<file path="src/rtl/rv_pkg.sv">
// Shared decode-stage constants: register file geometry, IF2->ID payload width
// and the bit offsets of each bypass channel inside the packed bypass buses.
package rv_pkg;

    localparam int XLEN       = 32;
    localparam int REG_AW     = 5;
    localparam int NREG       = 32;
    localparam int PAYLOAD_WD = 64;

    function automatic int byp_addr_lo(input int k);
        return k * REG_AW;
    endfunction

    function automatic int byp_data_lo(input int k, input int xlen);
        return k * xlen;
    endfunction

endpackage

</file>
<file path="src/rtl/id_operand_stage_if.sv">
// Bypass bus from the younger pipeline stages into the operand-fetch stage.
// Each channel k has a destination, a result and a ready flag, all packed.
interface id_operand_stage_if #(
    parameter int NBYP = 4,
    parameter int XLEN = rv_pkg::XLEN
);
    logic [NBYP-1:0]               byp_we;
    logic [NBYP*rv_pkg::REG_AW-1:0] byp_addr;
    logic [NBYP*XLEN-1:0]          byp_data;
    logic [NBYP-1:0]               byp_rdy;

    modport master (output byp_we, output byp_addr, output byp_data, output byp_rdy);
    modport slave  (input  byp_we, input  byp_addr, input  byp_data, input  byp_rdy);
endinterface

</file>
<file path="src/rtl/id_fwd_mux.sv">
// Priority operand select: the youngest matching channel owns the register,
// even when its result is not ready yet (an older value would be stale).
module id_fwd_mux #(
    parameter int XLEN = rv_pkg::XLEN,
    parameter int NBYP = 4
) (
    input  logic [rv_pkg::REG_AW-1:0]      rs,
    input  logic [NBYP-1:0]                byp_we,
    input  logic [NBYP*rv_pkg::REG_AW-1:0] byp_addr,
    input  logic [NBYP*XLEN-1:0]           byp_data,
    input  logic [NBYP-1:0]                byp_rdy,
    input  logic [XLEN-1:0]                rf_rdata,
    output logic [XLEN-1:0]                opnd,
    output logic                           fwd_hit,
    output logic                           fwd_hz
);
    import rv_pkg::*;

    logic [NBYP-1:0] match;
    logic            found;

    generate
        for (genvar gi = 0; gi < NBYP; gi++) begin : g_match
            assign match[gi] = byp_we[gi] && (rs != '0) &&
                               (byp_addr[byp_addr_lo(gi) +: REG_AW] == rs);
        end
    endgenerate

    always_comb begin
        opnd    = (rs == '0) ? '0 : rf_rdata;
        fwd_hit = 1'b0;
        fwd_hz  = 1'b0;
        found   = 1'b0;
        for (int k = 0; k < NBYP; k++) begin
            if (!found && match[k]) begin
                found = 1'b1;
                if (byp_rdy[k]) begin
                    opnd    = byp_data[byp_data_lo(k, XLEN) +: XLEN];
                    fwd_hit = 1'b1;
                end else begin
                    fwd_hz  = 1'b1;
                end
            end
        end
    end
endmodule

</file>
<file path="src/rtl/id_operand_stage.sv">
// Decode/operand-fetch stage: IF2->ID pipeline register, per-operand bypass
// resolution, long-latency busy scoreboard and a saturating stall counter.
module id_operand_stage #(
    parameter int XLEN       = rv_pkg::XLEN,
    parameter int NBYP       = 4,
    parameter int PAYLOAD_WD = rv_pkg::PAYLOAD_WD,
    parameter int SCNT_W     = 32
) (
    input  logic                      clk,
    input  logic                      rst_n,
    input  logic                      stall_in,
    input  logic                      stall_next,
    input  logic                      flush,
    input  logic                      in_valid,
    input  logic [PAYLOAD_WD-1:0]     in_payload,
    output logic                      id_valid,
    output logic [PAYLOAD_WD-1:0]     id_payload,
    input  logic [rv_pkg::REG_AW-1:0] dec_rs1,
    input  logic [rv_pkg::REG_AW-1:0] dec_rs2,
    input  logic                      dec_use1,
    input  logic                      dec_use2,
    input  logic [XLEN-1:0]           rf_rdata1,
    input  logic [XLEN-1:0]           rf_rdata2,
    id_operand_stage_if.slave         byp,
    input  logic                      sb_set,
    input  logic [rv_pkg::REG_AW-1:0] sb_set_rd,
    input  logic                      sb_clr,
    input  logic [rv_pkg::REG_AW-1:0] sb_clr_rd,
    output logic [XLEN-1:0]           opnd1,
    output logic [XLEN-1:0]           opnd2,
    output logic                      stallreq,
    output logic [SCNT_W-1:0]         stall_cycles
);
    import rv_pkg::*;

    logic                  id_valid_reg;
    logic [PAYLOAD_WD-1:0] id_payload_reg;
    logic [NREG-1:0]       busy_reg, busy_next;
    logic [SCNT_W-1:0]     scnt_reg;
    logic                  hit1, hit2, nr1, nr2, hz1, hz2;

    id_fwd_mux #(.XLEN(XLEN), .NBYP(NBYP)) u_fwd1 (
        .rs(dec_rs1), .byp_we(byp.byp_we), .byp_addr(byp.byp_addr),
        .byp_data(byp.byp_data), .byp_rdy(byp.byp_rdy), .rf_rdata(rf_rdata1),
        .opnd(opnd1), .fwd_hit(hit1), .fwd_hz(nr1)
    );

    id_fwd_mux #(.XLEN(XLEN), .NBYP(NBYP)) u_fwd2 (
        .rs(dec_rs2), .byp_we(byp.byp_we), .byp_addr(byp.byp_addr),
        .byp_data(byp.byp_data), .byp_rdy(byp.byp_rdy), .rf_rdata(rf_rdata2),
        .opnd(opnd2), .fwd_hit(hit2), .fwd_hz(nr2)
    );

    // A busy register is only usable in the cycle its writeback is on a ready channel.
    assign hz1      = nr1 || (busy_reg[dec_rs1] && !hit1);
    assign hz2      = nr2 || (busy_reg[dec_rs2] && !hit2);
    assign stallreq = id_valid_reg && ((dec_use1 && hz1) || (dec_use2 && hz2));

    // Set is applied after clear so a new owner survives a same-cycle release.
    always_comb begin
        busy_next = busy_reg;
        if (sb_clr) busy_next[sb_clr_rd] = 1'b0;
        if (sb_set) busy_next[sb_set_rd] = 1'b1;
        busy_next[0] = 1'b0;
    end

    always_ff @(posedge clk) begin
        if (!rst_n) begin
            id_valid_reg   <= 1'b0;
            id_payload_reg <= '0;
            busy_reg       <= '0;
            scnt_reg       <= '0;
        end else begin
            if (flush || (stall_in && !stall_next)) begin
                id_valid_reg   <= 1'b0;
                id_payload_reg <= '0;
            end else if (!stall_in) begin
                id_valid_reg   <= in_valid;
                id_payload_reg <= in_payload;
            end
            busy_reg <= busy_next;
            if (stallreq && (scnt_reg != '1))
                scnt_reg <= scnt_reg + SCNT_W'(1);
        end
    end

    assign id_valid     = id_valid_reg;
    assign id_payload   = id_payload_reg;
    assign stall_cycles = scnt_reg;
endmodule

</file>
<file path="src/flat_wrapper.sv">
// flat-port wrapper written by rule: the top's interface ports become plain ports
module id_operand_stage_flat import rv_pkg::*;
#(
    parameter int XLEN       = rv_pkg::XLEN,
    parameter int NBYP       = 4,
    parameter int PAYLOAD_WD = rv_pkg::PAYLOAD_WD,
    parameter int SCNT_W     = 32
)
  (clk, rst_n, stall_in, stall_next, flush, in_valid, in_payload, id_valid, id_payload, dec_rs1, dec_rs2, dec_use1, dec_use2, rf_rdata1, rf_rdata2, sb_set, sb_set_rd, sb_clr, sb_clr_rd, opnd1, opnd2, stallreq, stall_cycles, byp_byp_we, byp_byp_addr, byp_byp_data, byp_byp_rdy);
  id_operand_stage_if #(.NBYP(NBYP), .XLEN(XLEN)) byp_i ();
  input  logic clk;
  input  logic rst_n;
  input  logic stall_in;
  input  logic stall_next;
  input  logic flush;
  input  logic in_valid;
  input  logic [PAYLOAD_WD-1:0] in_payload;
  output logic id_valid;
  output logic [PAYLOAD_WD-1:0] id_payload;
  input  logic [rv_pkg::REG_AW-1:0] dec_rs1;
  input  logic [rv_pkg::REG_AW-1:0] dec_rs2;
  input  logic dec_use1;
  input  logic dec_use2;
  input  logic [XLEN-1:0] rf_rdata1;
  input  logic [XLEN-1:0] rf_rdata2;
  input  logic sb_set;
  input  logic [rv_pkg::REG_AW-1:0] sb_set_rd;
  input  logic sb_clr;
  input  logic [rv_pkg::REG_AW-1:0] sb_clr_rd;
  output logic [XLEN-1:0] opnd1;
  output logic [XLEN-1:0] opnd2;
  output logic stallreq;
  output logic [SCNT_W-1:0] stall_cycles;
  input wire logic [$bits(byp_i.byp_we)-1:0] byp_byp_we;
  input wire logic [$bits(byp_i.byp_addr)-1:0] byp_byp_addr;
  input wire logic [$bits(byp_i.byp_data)-1:0] byp_byp_data;
  input wire logic [$bits(byp_i.byp_rdy)-1:0] byp_byp_rdy;
  assign byp_i.byp_we = byp_byp_we;
  assign byp_i.byp_addr = byp_byp_addr;
  assign byp_i.byp_data = byp_byp_data;
  assign byp_i.byp_rdy = byp_byp_rdy;
  id_operand_stage #(.XLEN(XLEN), .NBYP(NBYP), .PAYLOAD_WD(PAYLOAD_WD), .SCNT_W(SCNT_W)) u_core (.clk(clk), .rst_n(rst_n), .stall_in(stall_in), .stall_next(stall_next), .flush(flush), .in_valid(in_valid), .in_payload(in_payload), .id_valid(id_valid), .id_payload(id_payload), .dec_rs1(dec_rs1), .dec_rs2(dec_rs2), .dec_use1(dec_use1), .dec_use2(dec_use2), .rf_rdata1(rf_rdata1), .rf_rdata2(rf_rdata2), .byp(byp_i), .sb_set(sb_set), .sb_set_rd(sb_set_rd), .sb_clr(sb_clr), .sb_clr_rd(sb_clr_rd), .opnd1(opnd1), .opnd2(opnd2), .stallreq(stallreq), .stall_cycles(stall_cycles));
endmodule
</file>
<file path="config.mk">
export PLATFORM = sky130hd
export DESIGN_NAME = id_operand_stage_flat
export DESIGN_NICKNAME = d
export VERILOG_FILES = /design/src/rtl/rv_pkg.sv /design/src/rtl/id_operand_stage_if.sv /design/src/rtl/id_fwd_mux.sv /design/src/rtl/id_operand_stage.sv /design/src/flat_wrapper.sv
export SDC_FILE = /design/constraint.sdc
export NUM_CORES = 1
export LEC_CHECK = 0
export CAP_MARGIN = 20
export CORE_AREA = 2 2 183 185
export CTS_BUF_LIST = sky130_fd_sc_hd__clkbuf_8 sky130_fd_sc_hd__clkbuf_16
export DETAILED_ROUTE_END_ITERATION = 8
export DIE_AREA = 0 0 185 187
export GPL_TIMING_DRIVEN = 1
export PLACE_DENSITY = 0.6
export SLEW_MARGIN = 10
export SYNTH_ARGS = -nofsm -noshare
export SYNTH_HDL_FRONTEND = slang
export SYNTH_SLANG_ARGS = --single-unit
</file>
<file path="constraint.sdc">
create_clock -name clk -period 3.9 [get_ports clk]
set_input_delay 0.78 -clock clk [delete_from_list [all_inputs] [get_ports clk]]
set_output_delay 0.78 -clock clk [all_outputs]
set_load 0.02 [all_outputs]
</file>
==> results of run 1 <==
tightest hold or removal path: cells and delay by family, from the launching register on:
family,cells,cell delay [ns]
multiplexers,1,0.07
flip-flops,1,0.32
AND/OR/NAND/NOR,1,0.07
stage by stage:
stage	worst slack, ns	power [mW]	util (%)	hold slack (ns)	cell area (sq um)
after CTS	-0.000399	4.10	50.0	0.499	16400
after global routing	-0.0973	4.27	52.1	0.514	17100
after floorplan	0.0779	1.80	-	0.459	9280
final	0.00490	4.12	52.1	0.494	17100
after detailed placement	-0.870	2.45	46.1	0.486	15100
after global placement	-0.890	2.45	46.0	0.473	15100
logic make-up after synthesis:
| family | Yosys count | share of synthesized area (%) |
|---|---|---|
| flops | 128 | 27.6 |
| compound gates | 329 | 22.1 |
| xor+xnor | 40 | 3.77 |
| buf+inv | 118 | 5.85 |
| simple gates | 518 | 26.2 |
| fa+ha+maj | 1 | 0.135 |
| mux | 121 | 14.3 |
synth_stat cells, types with 3 or more instances:
master / instances / area (sq um)
a21oi_1: 55 / 275
a31oi_1: 37 / 231
and3_1: 10 / 62.6
buf_1: 17 / 63.8
buf_2: 13 / 65.1
buf_4: 5 / 37.5
buf_6: 7 / 78.8
clkbuf_1: 63 / 236
dfxtp_1: 128 / 2560
inv_1: 10 / 37.5
mux2i_1: 109 / 1090
mux4_2: 9 / 203
nand2_1: 223 / 837
nand2b_1: 4 / 25.0
nand3_1: 57 / 285
nand3b_1: 6 / 45.0
nand4_1: 22 / 138
nand4b_1: 3 / 26.3
nor2_1: 113 / 424
nor2b_1: 5 / 31.3
nor3_1: 11 / 55.1
nor3_2: 3 / 30.0
nor3b_1: 4 / 30.0
nor4_1: 11 / 68.8
o211ai_1: 68 / 510
o21a_1: 34 / 255
o21ai_0: 96 / 480
o21ai_1: 9 / 45.0
o31ai_1: 17 / 128
or3_1: 10 / 62.6
or4_1: 21 / 158
xnor2_1: 24 / 210
xor2_1: 16 / 140
report_power, final:
part	switching (mW)	leakage [nW]	internal [mW]	total, mW
combinational	0.520	5.21	0.626	1.15
clock	0.607	0.307	1.02	1.63
sequential	0.0137	1.04	1.33	1.34
final timing paths:
path	startpoint	end	slack (ns)	depth (start not counted)
setup / recovery	dec_rs1[0]	stallreq	0.005	13
hold / removal	u_core.id_payload[20]	u_core.id_payload[20]	0.49	2
setup reg to reg	u_core.busy_reg[16]	u_core.stall_cycles[20]	0.58	18
hold reg to reg	u_core.id_payload[20]	u_core.id_payload[20]	0.49	2
final cells by class:
type / count / area [sq um] / area share, %
Timing Repair Buffer: 662 / 6750 / 39.4
Inverter: 11 / 41.3 / 0.241
Clock inverter: 14 / 165 / 0.965
Multi-Input combinational cell: 1009 / 6570 / 38.4
Tap cell: 448 / 561 / 3.27
Antenna cell: 12 / 30.0 / 0.175
Sequential cell: 128 / 2560 / 15.0
Clock buffer: 18 / 439 / 2.57
layer usage:
| metal | wire length (microns) | share of wire (%) |
|---|---|---|
| met1 | 18100 | 38 |
| met2 | 22800 | 47 |
| met3 | 4660 | 9.6 |
| met4 | 2650 | 5.5 |
| met5 | 48 | 0.099 |
repair_timing:
action	4_1_cts	5_1_grt
pin swaps	29	58
hold buffers	0	0
setup endpoints to repair	65	66
resized for setup	325	157
setup buffers	44	23
cloned	8	10
==> flow_summary_export.csv, run 1 <==
group,metric,value,unit
outcome,status,"complete, no violations",
global_routing,busiest_layer,"met2",
floorplanning,row_count,67,
min_path,worstHoldPathType,"register to register",
setup_path,slowest_delay,0.43,ns
floorplanning,core,32900,sq um
route,ant_nets,0,
cts,cts_tree,"done",
route,wirelength,48.3,mm
final_layout,largest_reg_flops,64,
setup_path,crit_buf_inv,6,
global_routing,met1_usage,29.2,%
floorplanning,start_util,28.2,%
final_layout,syn_to_final_growth,84.4,%
route,firstDrtPassIters,7,
cts,ctsHtreeMaxLevel,4,
final_layout,fin_cells,2302,
sta,rsz0062_at_grt,"yes",
placed_design,placedCellCount,2179,
placed_design,hpwl,33.5,mm
route,avgViaCountPerCell,5.26,
cts,clk_pin_slew_worst_paths,0.05,ns
cts,clk_latency,0.42,ns
power,ir_worst_vdd,0.000298,V
setup_path,start_kind,"input port",
sta,fin_skew,0.00700,ns
synthesis,synthesis.area,9280,sq um
route,drtIter0Drc,803,
route,routedWlPerCell,21.0,microns
sta,max_slew_margin,33.3,%
setup_path,setup.worst_path.end_class,"primary output",
global_routing,grt_overflow_total,0,
placed_design,portBuffers,475,
sta,setup-tns-final,0,ns
sta,hold_viol,0,
setup_path,crit_top_cell,"buf_4",
cts,cts_root_buffer,"clkbuf_16",
final_layout,final_common_cell,"clkdlybuf4s50_1",
cts,clock-sinks,128,
synthesis,ys_types,60,
floorplanning,num_io_pins,476,
sta,setup_violations,0,
global_routing,grt_pass1_vias,11600,
synthesis,async_reset_ff_share,0,%
sta,fmax,0.257,GHz
synthesis,synth_nets,1570,
setup_path,path_delay_family,"buffers and inverters",
synthesis,avgSynthCellArea,7.40,sq um
final_layout,fillers,3158,
synthesis,ys_ff_latch,128,
placed_design,gp_congestion,0.938,
final_layout,most-common-layout-cells,"clkdlybuf4s50_1 (380), nand2_1 (212), buf_4 (132)",
setup_path,worstSetupPathType,"input port to primary output",
floorplanning,dieArea,34600,sq um
global_routing,track_usage,25.4,%
global_routing,grtUsageMet2,42.1,%
synthesis,synth-edff-count,0,
cts,cts.path.max_buffers,2,
global_routing,grt_first_pass_wirelength,67.8,mm
floorplanning,die_h,187,microns
final_layout,drive_gt1_share,20.6,%
power,powerDensity,241,nW/um^2
cts,tritoncts.num_buffers,17,
global_routing,antenna_found_initial,17,
synthesis,synth-main-ff-cell,"dfxtp_1",
setup_path,crit_chain,"buf_2 > buf_4 > xnor2_2 > nand4_1 > buf_4 > nor3_4 > buf_4 > nor4_1 > o21ai_1 > a31oi_4 > a311oi_4 > inv_2 > buf_6",
sta,final_max_slew_viol_count,0,
synthesis,synthCells,1255,
sta,fin_crit,3.90,ns
route,drc,0,
setup_path,crit_path_max_fanout,3,
floorplanning,die_w,185,microns
power,p_leak,6.55,nW
synthesis,seq_area_frac_synth,27.6,%
sta,min_period_over_period,99.9,%
setup_path,crit_arrival,3.12,ns
global_routing,grt_max_degree,61,
synthesis,yosysWarnings,0,
global_routing,gr-usage-met3,7.96,%
job,drv_cap,0,
setup_path,cp_slowest_cell,"a311oi_4",
sta,worst_slew_pin_slew,0.999,ns
setup_path,worstPathRequired,3.12,ns
route,via_count,12100,
final_layout,fin_nets,2144,
Power figures use the tool's default switching activity.
==> run 2: changes to the inputs <==
--- a/config.mk
+++ b/config.mk
@@ -12,7 +12,7 @@
 export DIE_AREA = 0 0 185 187
 export GPL_TIMING_DRIVEN = 1
 export PLACE_DENSITY = 0.6
-export SLEW_MARGIN = 10
+export SLEW_MARGIN = 20
 export SYNTH_ARGS = -nofsm -noshare
 export SYNTH_HDL_FRONTEND = slang
 export SYNTH_SLANG_ARGS = --single-unit
==> flow_summary_export.csv, run 2 (synthesis gave the netlist of run 1 again) <==
group,metric,value,unit
job,drv_cap,0,
route,drtIter0Drc,771,
floorplanning,num_io_pins,476,
global_routing,grt_overflow_total,0,
sta,setup_violations,22,
power,power,4.13,mW
setup_path,timing.rr.start,"u_core.busy_reg[16]",
power,ir_worst_vdd,0.000269,V
setup_path,crit_path_max_fanout,10,
power,powerDensity,241,nW/um^2
placed_design,dp_slack,-0.866,ns
global_routing,grt_first_pass_wirelength,69.3,mm
sta,hold_viol,0,
final_layout,syn_to_final_growth,84.5,%
setup_path,path_delay_family,"buffers and inverters",
cts,clk_pin_slew_worst_paths,0.06,ns
sta,min_period_over_period,104,%
cts,cts_root_buffer,"clkbuf_16",
route,firstDrtPassIters,6,
final_layout,fin_nets,2135,
sta,rsz0062_at_grt,"yes",
cts,ctsHtreeMaxLevel,4,
sta,worst_slew_pin_slew,1.02,ns
sta,max_slew_margin,32.1,%
setup_path,crit_top_cell,"buf_6",
floorplanning,core,32900,sq um
final_layout,fin_util,52.1,%
global_routing,grt_pass1_vias,12000,
route,drc,0,
setup_path,worstSetupPathType,"input port to primary output",
min_path,min_from,"u_core.id_payload[36]",
floorplanning,die_h,187,microns
placed_design,portBuffers,475,
route,via_count,12200,
final_layout,final_common_cell,"clkdlybuf4s50_1",
final_layout,largest_reg_flops,64,
final_layout,fin_cells,2294,
outcome,violations,"setup timing",
floorplanning,row_count,67,
route,ant_nets,0,
setup_path,crit_chain,"buf_6 > buf_6 > xnor2_1 > nand4_1 > nor3_4 > nand3b_1 > buf_6 > buf_12 > buf_4 > nor2_1 > a31oi_1 > mux2i_1 > o21ai_0 > buf_2",
final_layout,most-common-layout-cells,"clkdlybuf4s50_1 (381), nand2_1 (208), dfxtp_1 (128)",
placed_design,hpwl,33.5,mm
sta,fmax,0.247,GHz
min_path,worstHoldPathType,"register to register",
global_routing,track_usage,26.0,%
setup_path,crit_arrival,3.27,ns
cts,cts.path.max_buffers,2,
route,avgViaCountPerCell,5.30,
setup_path,slowest_delay,0.31,ns
cts,clock-sinks,128,
outcome,status,"finished with violations",
power,p_leak,6.51,nW
setup_path,crit_buf_inv,6,
global_routing,grt_max_degree,66,
floorplanning,dieArea,34600,sq um
cts,cts_tree,"done",
setup_path,setup.worst_path.end_class,"primary output",
sta,fin_skew,0.00720,ns
floorplanning,start_util,28.2,%
placed_design,gp_congestion,0.938,
cts,cts_hold_buffers,0,
setup_path,cp_slowest_cell,"nor3_4",
floorplanning,die_w,185,microns
route,wirelength,48.3,mm
sta,setup_ws,-0.145,ns
setup_path,start_kind,"input port",
sta,fin_crit,4.05,ns
cts,tritoncts.num_buffers,17,
sta,final_max_slew_viol_count,0,
setup_path,worstPathRequired,3.12,ns
final_layout,drive_gt1_share,21.0,%
cts,clk_latency,0.42,ns
global_routing,antenna_found_initial,14,
route,routedWlPerCell,21.1,microns
placed_design,placedCellCount,2178,
setup_path,critPathLaunch,"dec_rs2[2]",
-- run 2: changes by cell type in the layout (fill, tap and decap cells not counted), moves of 8 or more --
cell | before | now
buf_4 | 132 | 123
buf_6 | 38 | 52
clkbuf_2 | 24 | 10
o21ai_0 | 73 | 65
o21ai_1 | 29 | 37
-- run 2: cell type report --
cell class                      instances  area, sq um
Antenna cell                           13         32.5
Clock buffer                           18          439
Clock inverter                         14          165
Fill cell                            3124        15700
Inverter                               11         41.3
Multi-Input combinational cell       1009         6660
Sequential cell                       128         2560
Tap cell                              448          561
Timing Repair Buffer                  653         6660
-- run 2: worst register-to-register path, cell delays in order, from the launching register on --
cell	delay, ns
dfxtp_1	0.33
nor2b_1	0.13
a2111oi_0	0.38
a31oi_1	0.11
a31oi_1	0.19
o311ai_1	0.13
and3_1	0.19
a311oi_4	0.41
inv_2	0.12
buf_6	0.14
buf_4	0.12
buf_4	0.12
buf_4	0.12
buf_4	0.12
buf_4	0.12
buf_4	0.12
buf_4	0.13
nand3_2	0.06
mux2i_1	0.19
-- run 2: power breakdown --
part,switching (mW),internal [mW],total (mW)
clock,0.614,1.02,1.63
combinational,0.527,0.630,1.16
sequential,0.0137,1.33,1.34
-- run 2: final timing paths --
path,to,slack (ns),depth (start not counted)
worst max-delay path,opnd2[16],-0.15,14
worst min-delay path,u_core.id_payload[36],0.49,2
worst max register to register,u_core.stall_cycles[20],0.61,18
worst min register to register,u_core.id_payload[36],0.49,2
-- run 2: per-layer routing --
metal | wire, microns | vias to the layer above | track usage [%]
met2 | 22500 | 632 | 42.7
met3 | 4750 | 137 | 8.20
met1 | 18400 | 5692 | 29.6
met4 | 2600 | 8 | 15.0
met5 | 51 | - | 0
li1 | - | 5700 | -
-- run 2: metrics by stage --
step | area (sq um) | setup TNS, ns | hold slack [ns]
6_report | 17100 | -1.37 | 0.494
5_1_grt | 17100 | -3.88 | 0.515
4_1_cts | 16500 | 0 | 0.499
3_5_place_dp | 15100 | -43.67 | 0.486
3_3_place_gp | 15100 | -41.67 | 0.473
2_1_floorplan | 9280 | 0 | 0.459
-- run 2: repair_timing --
action	4_1_cts	5_1_grt
endpoints found under the setup margin	65	66
pin swaps	37	59
setup buffers	41	23
resized for setup	383	164
cloned	12	4
==> run 3: changes to the inputs <==
--- a/config.mk
+++ b/config.mk
@@ -16,3 +16,4 @@
 export SYNTH_ARGS = -nofsm -noshare
 export SYNTH_HDL_FRONTEND = slang
 export SYNTH_SLANG_ARGS = --single-unit
+export TNS_END_PERCENT = 5
==> flow_summary_export.csv, run 3 (synthesis gave the netlist of run 1 again) <==
group,metric,value,unit
outcome,status,"finished with violations",
outcome,violations,"setup timing",
final_layout,ff_latch_area,2560,sq um
sta,fin_crit,3.92,ns
route,ant_nets,0,
placed_design,portBuffers,475,
final_layout,fillers,3166,
setup_path,worstSetupPathType,"input port to primary output",
placed_design,placedCellCount,2178,
sta,fin_skew,0.00662,ns
sta,rsz0062_at_grt,"yes",
route,routedWlPerCell,20.9,microns
sta,setup_ws,-0.0226,ns
placed_design,gp_congestion,0.938,
floorplanning,dieArea,34600,sq um
global_routing,busiest_layer,"met2",
global_routing,grt_pass1_vias,11900,
sta,final_max_slew_viol_count,0,
route,wirelength,47.8,mm
sta,setup-tns-final,-0.0226,ns
global_routing,track_usage,25.8,%
min_path,min_path_cells,2,
final_layout,multi_input_area,6570,sq um
floorplanning,row_count,67,
job,drv_cap,0,
sta,hold_viol,0,
sta,fmax,0.255,GHz
cts,cts_hold_buffers,0,
cts,tritoncts.num_buffers,17,
setup_path,worstRegToRegCells,18,
placed_design,dp_slack,-0.866,ns
route,drc,0,
final_layout,fin_util,51.3,%
setup_path,worstPathRequired,3.12,ns
min_path,worstHoldPathType,"register to register",
floorplanning,core,32900,sq um
cts,clk_pin_slew_worst_paths,0.06,ns
global_routing,grt_first_pass_wirelength,68.9,mm
setup_path,start_kind,"input port",
cts,cts_root_buffer,"clkbuf_16",
sta,min_period_over_period,101,%
global_routing,grt_max_degree,66,
final_layout,fin_nets,2125,
final_layout,drive_gt1_share,19.2,%
global_routing,antenna_found_initial,16,
setup_path,setup.worst_path.end_class,"primary output",
power,powerDensity,244,nW/um^2
sta,setup_violations,1,
placed_design,hpwl,33.5,mm
floorplanning,die_h,187,microns
route,avgViaCountPerCell,5.26,
cts,ctsHtreeMaxLevel,4,
final_layout,syn_to_final_growth,81.6,%
global_routing,grtUsageMet2,42.8,%
sta,worst_slew_pin_slew,1.01,ns
final_layout,fin_cells,2283,
cts,clock-sinks,128,
setup_path,crit_arrival,3.14,ns
sta,max_slew_margin,32.8,%
global_routing,grt_overflow_total,0,
power,ir_worst_vdd,0.000270,V
final_layout,final_common_cell,"clkdlybuf4s50_1",
global_routing,met1_usage,29.2,%
floorplanning,num_io_pins,476,
route,via_count,12000,
final_layout,most-common-layout-cells,"clkdlybuf4s50_1 (381), nand2_1 (213), dfxtp_1 (128)",
global_routing,gr-usage-met3,8.29,%
power,p_leak,6.39,nW
power,power,4.11,mW
route,drtIter0Drc,651,
cts,cts_tree,"done",
route,firstDrtPassIters,5,
cts,clk_latency,0.42,ns
setup_path,crit_path_max_fanout,9,
final_layout,largest_reg_flops,64,
floorplanning,start_util,28.2,%
cts,cts.path.max_buffers,2,
floorplanning,die_w,185,microns
-- run 3: routing by layer --
metal | up-vias | wire (microns)
li1 | 5677 | -
met1 | 5617 | 18200
met2 | 588 | 22200
met3 | 123 | 4760
met4 | 12 | 2590
met5 | - | 78
-- run 3: layout make-up --
| type | instances | area share [%] |
|---|---|---|
| clock buffers | 18 | 2.61 |
| diodes | 12 | 0.178 |
| well taps | 448 | 3.33 |
| flip-flops and latches | 128 | 15.2 |
| multi-input cells | 1009 | 39.0 |
| repair buffers | 643 | 38.5 |
| clock inverters | 14 | 0.980 |
| inverters | 11 | 0.245 |
-- run 3: timing repair --
action / in CTS / in global routing
setup endpoints to repair: 65 / 67
resized for setup: 387 / 89
setup buffers: 38 / 13
cloned: 11 / 4
pin swaps: 34 / 34
-- run 3: report_power, final --
part / total [mW] / switching, mW / internal, mW
combinational: 1.13 / 0.515 / 0.612
sequential: 1.34 / 0.0138 / 1.33
clock: 1.64 / 0.618 / 1.02
-- run 3: metrics by stage --
stage,instance area [sq um],hold slack [ns]
6_report,16900,0.495
5_1_grt,16800,0.515
2_1_floorplan,9280,0.459
3_5_place_dp,15100,0.486
4_1_cts,16400,0.499
3_3_place_gp,15100,0.473
-- run 3: final timing paths --
path	from	endpoint	slack, ns
max	dec_rs2[0]	opnd2[16]	-0.02
min	u_core.id_payload[36]	u_core.id_payload[36]	0.49
min reg2reg	u_core.id_payload[36]	u_core.id_payload[36]	0.49
max reg2reg	u_core.busy_reg[16]	u_core.stall_cycles[20]	0.64
-- run 3: critical path, cell delays in order --
cell,delay [ns]
dlygate4sd2_1,0.26
buf_12,0.15
xnor2_1,0.22
nand2_2,0.13
nor3_4,0.24
nand3b_1,0.21
buf_6,0.15
buf_12,0.11
buf_4,0.15
nor2_1,0.05
a31oi_1,0.18
mux2i_1,0.11
o21ai_0,0.19
buf_2,0.20
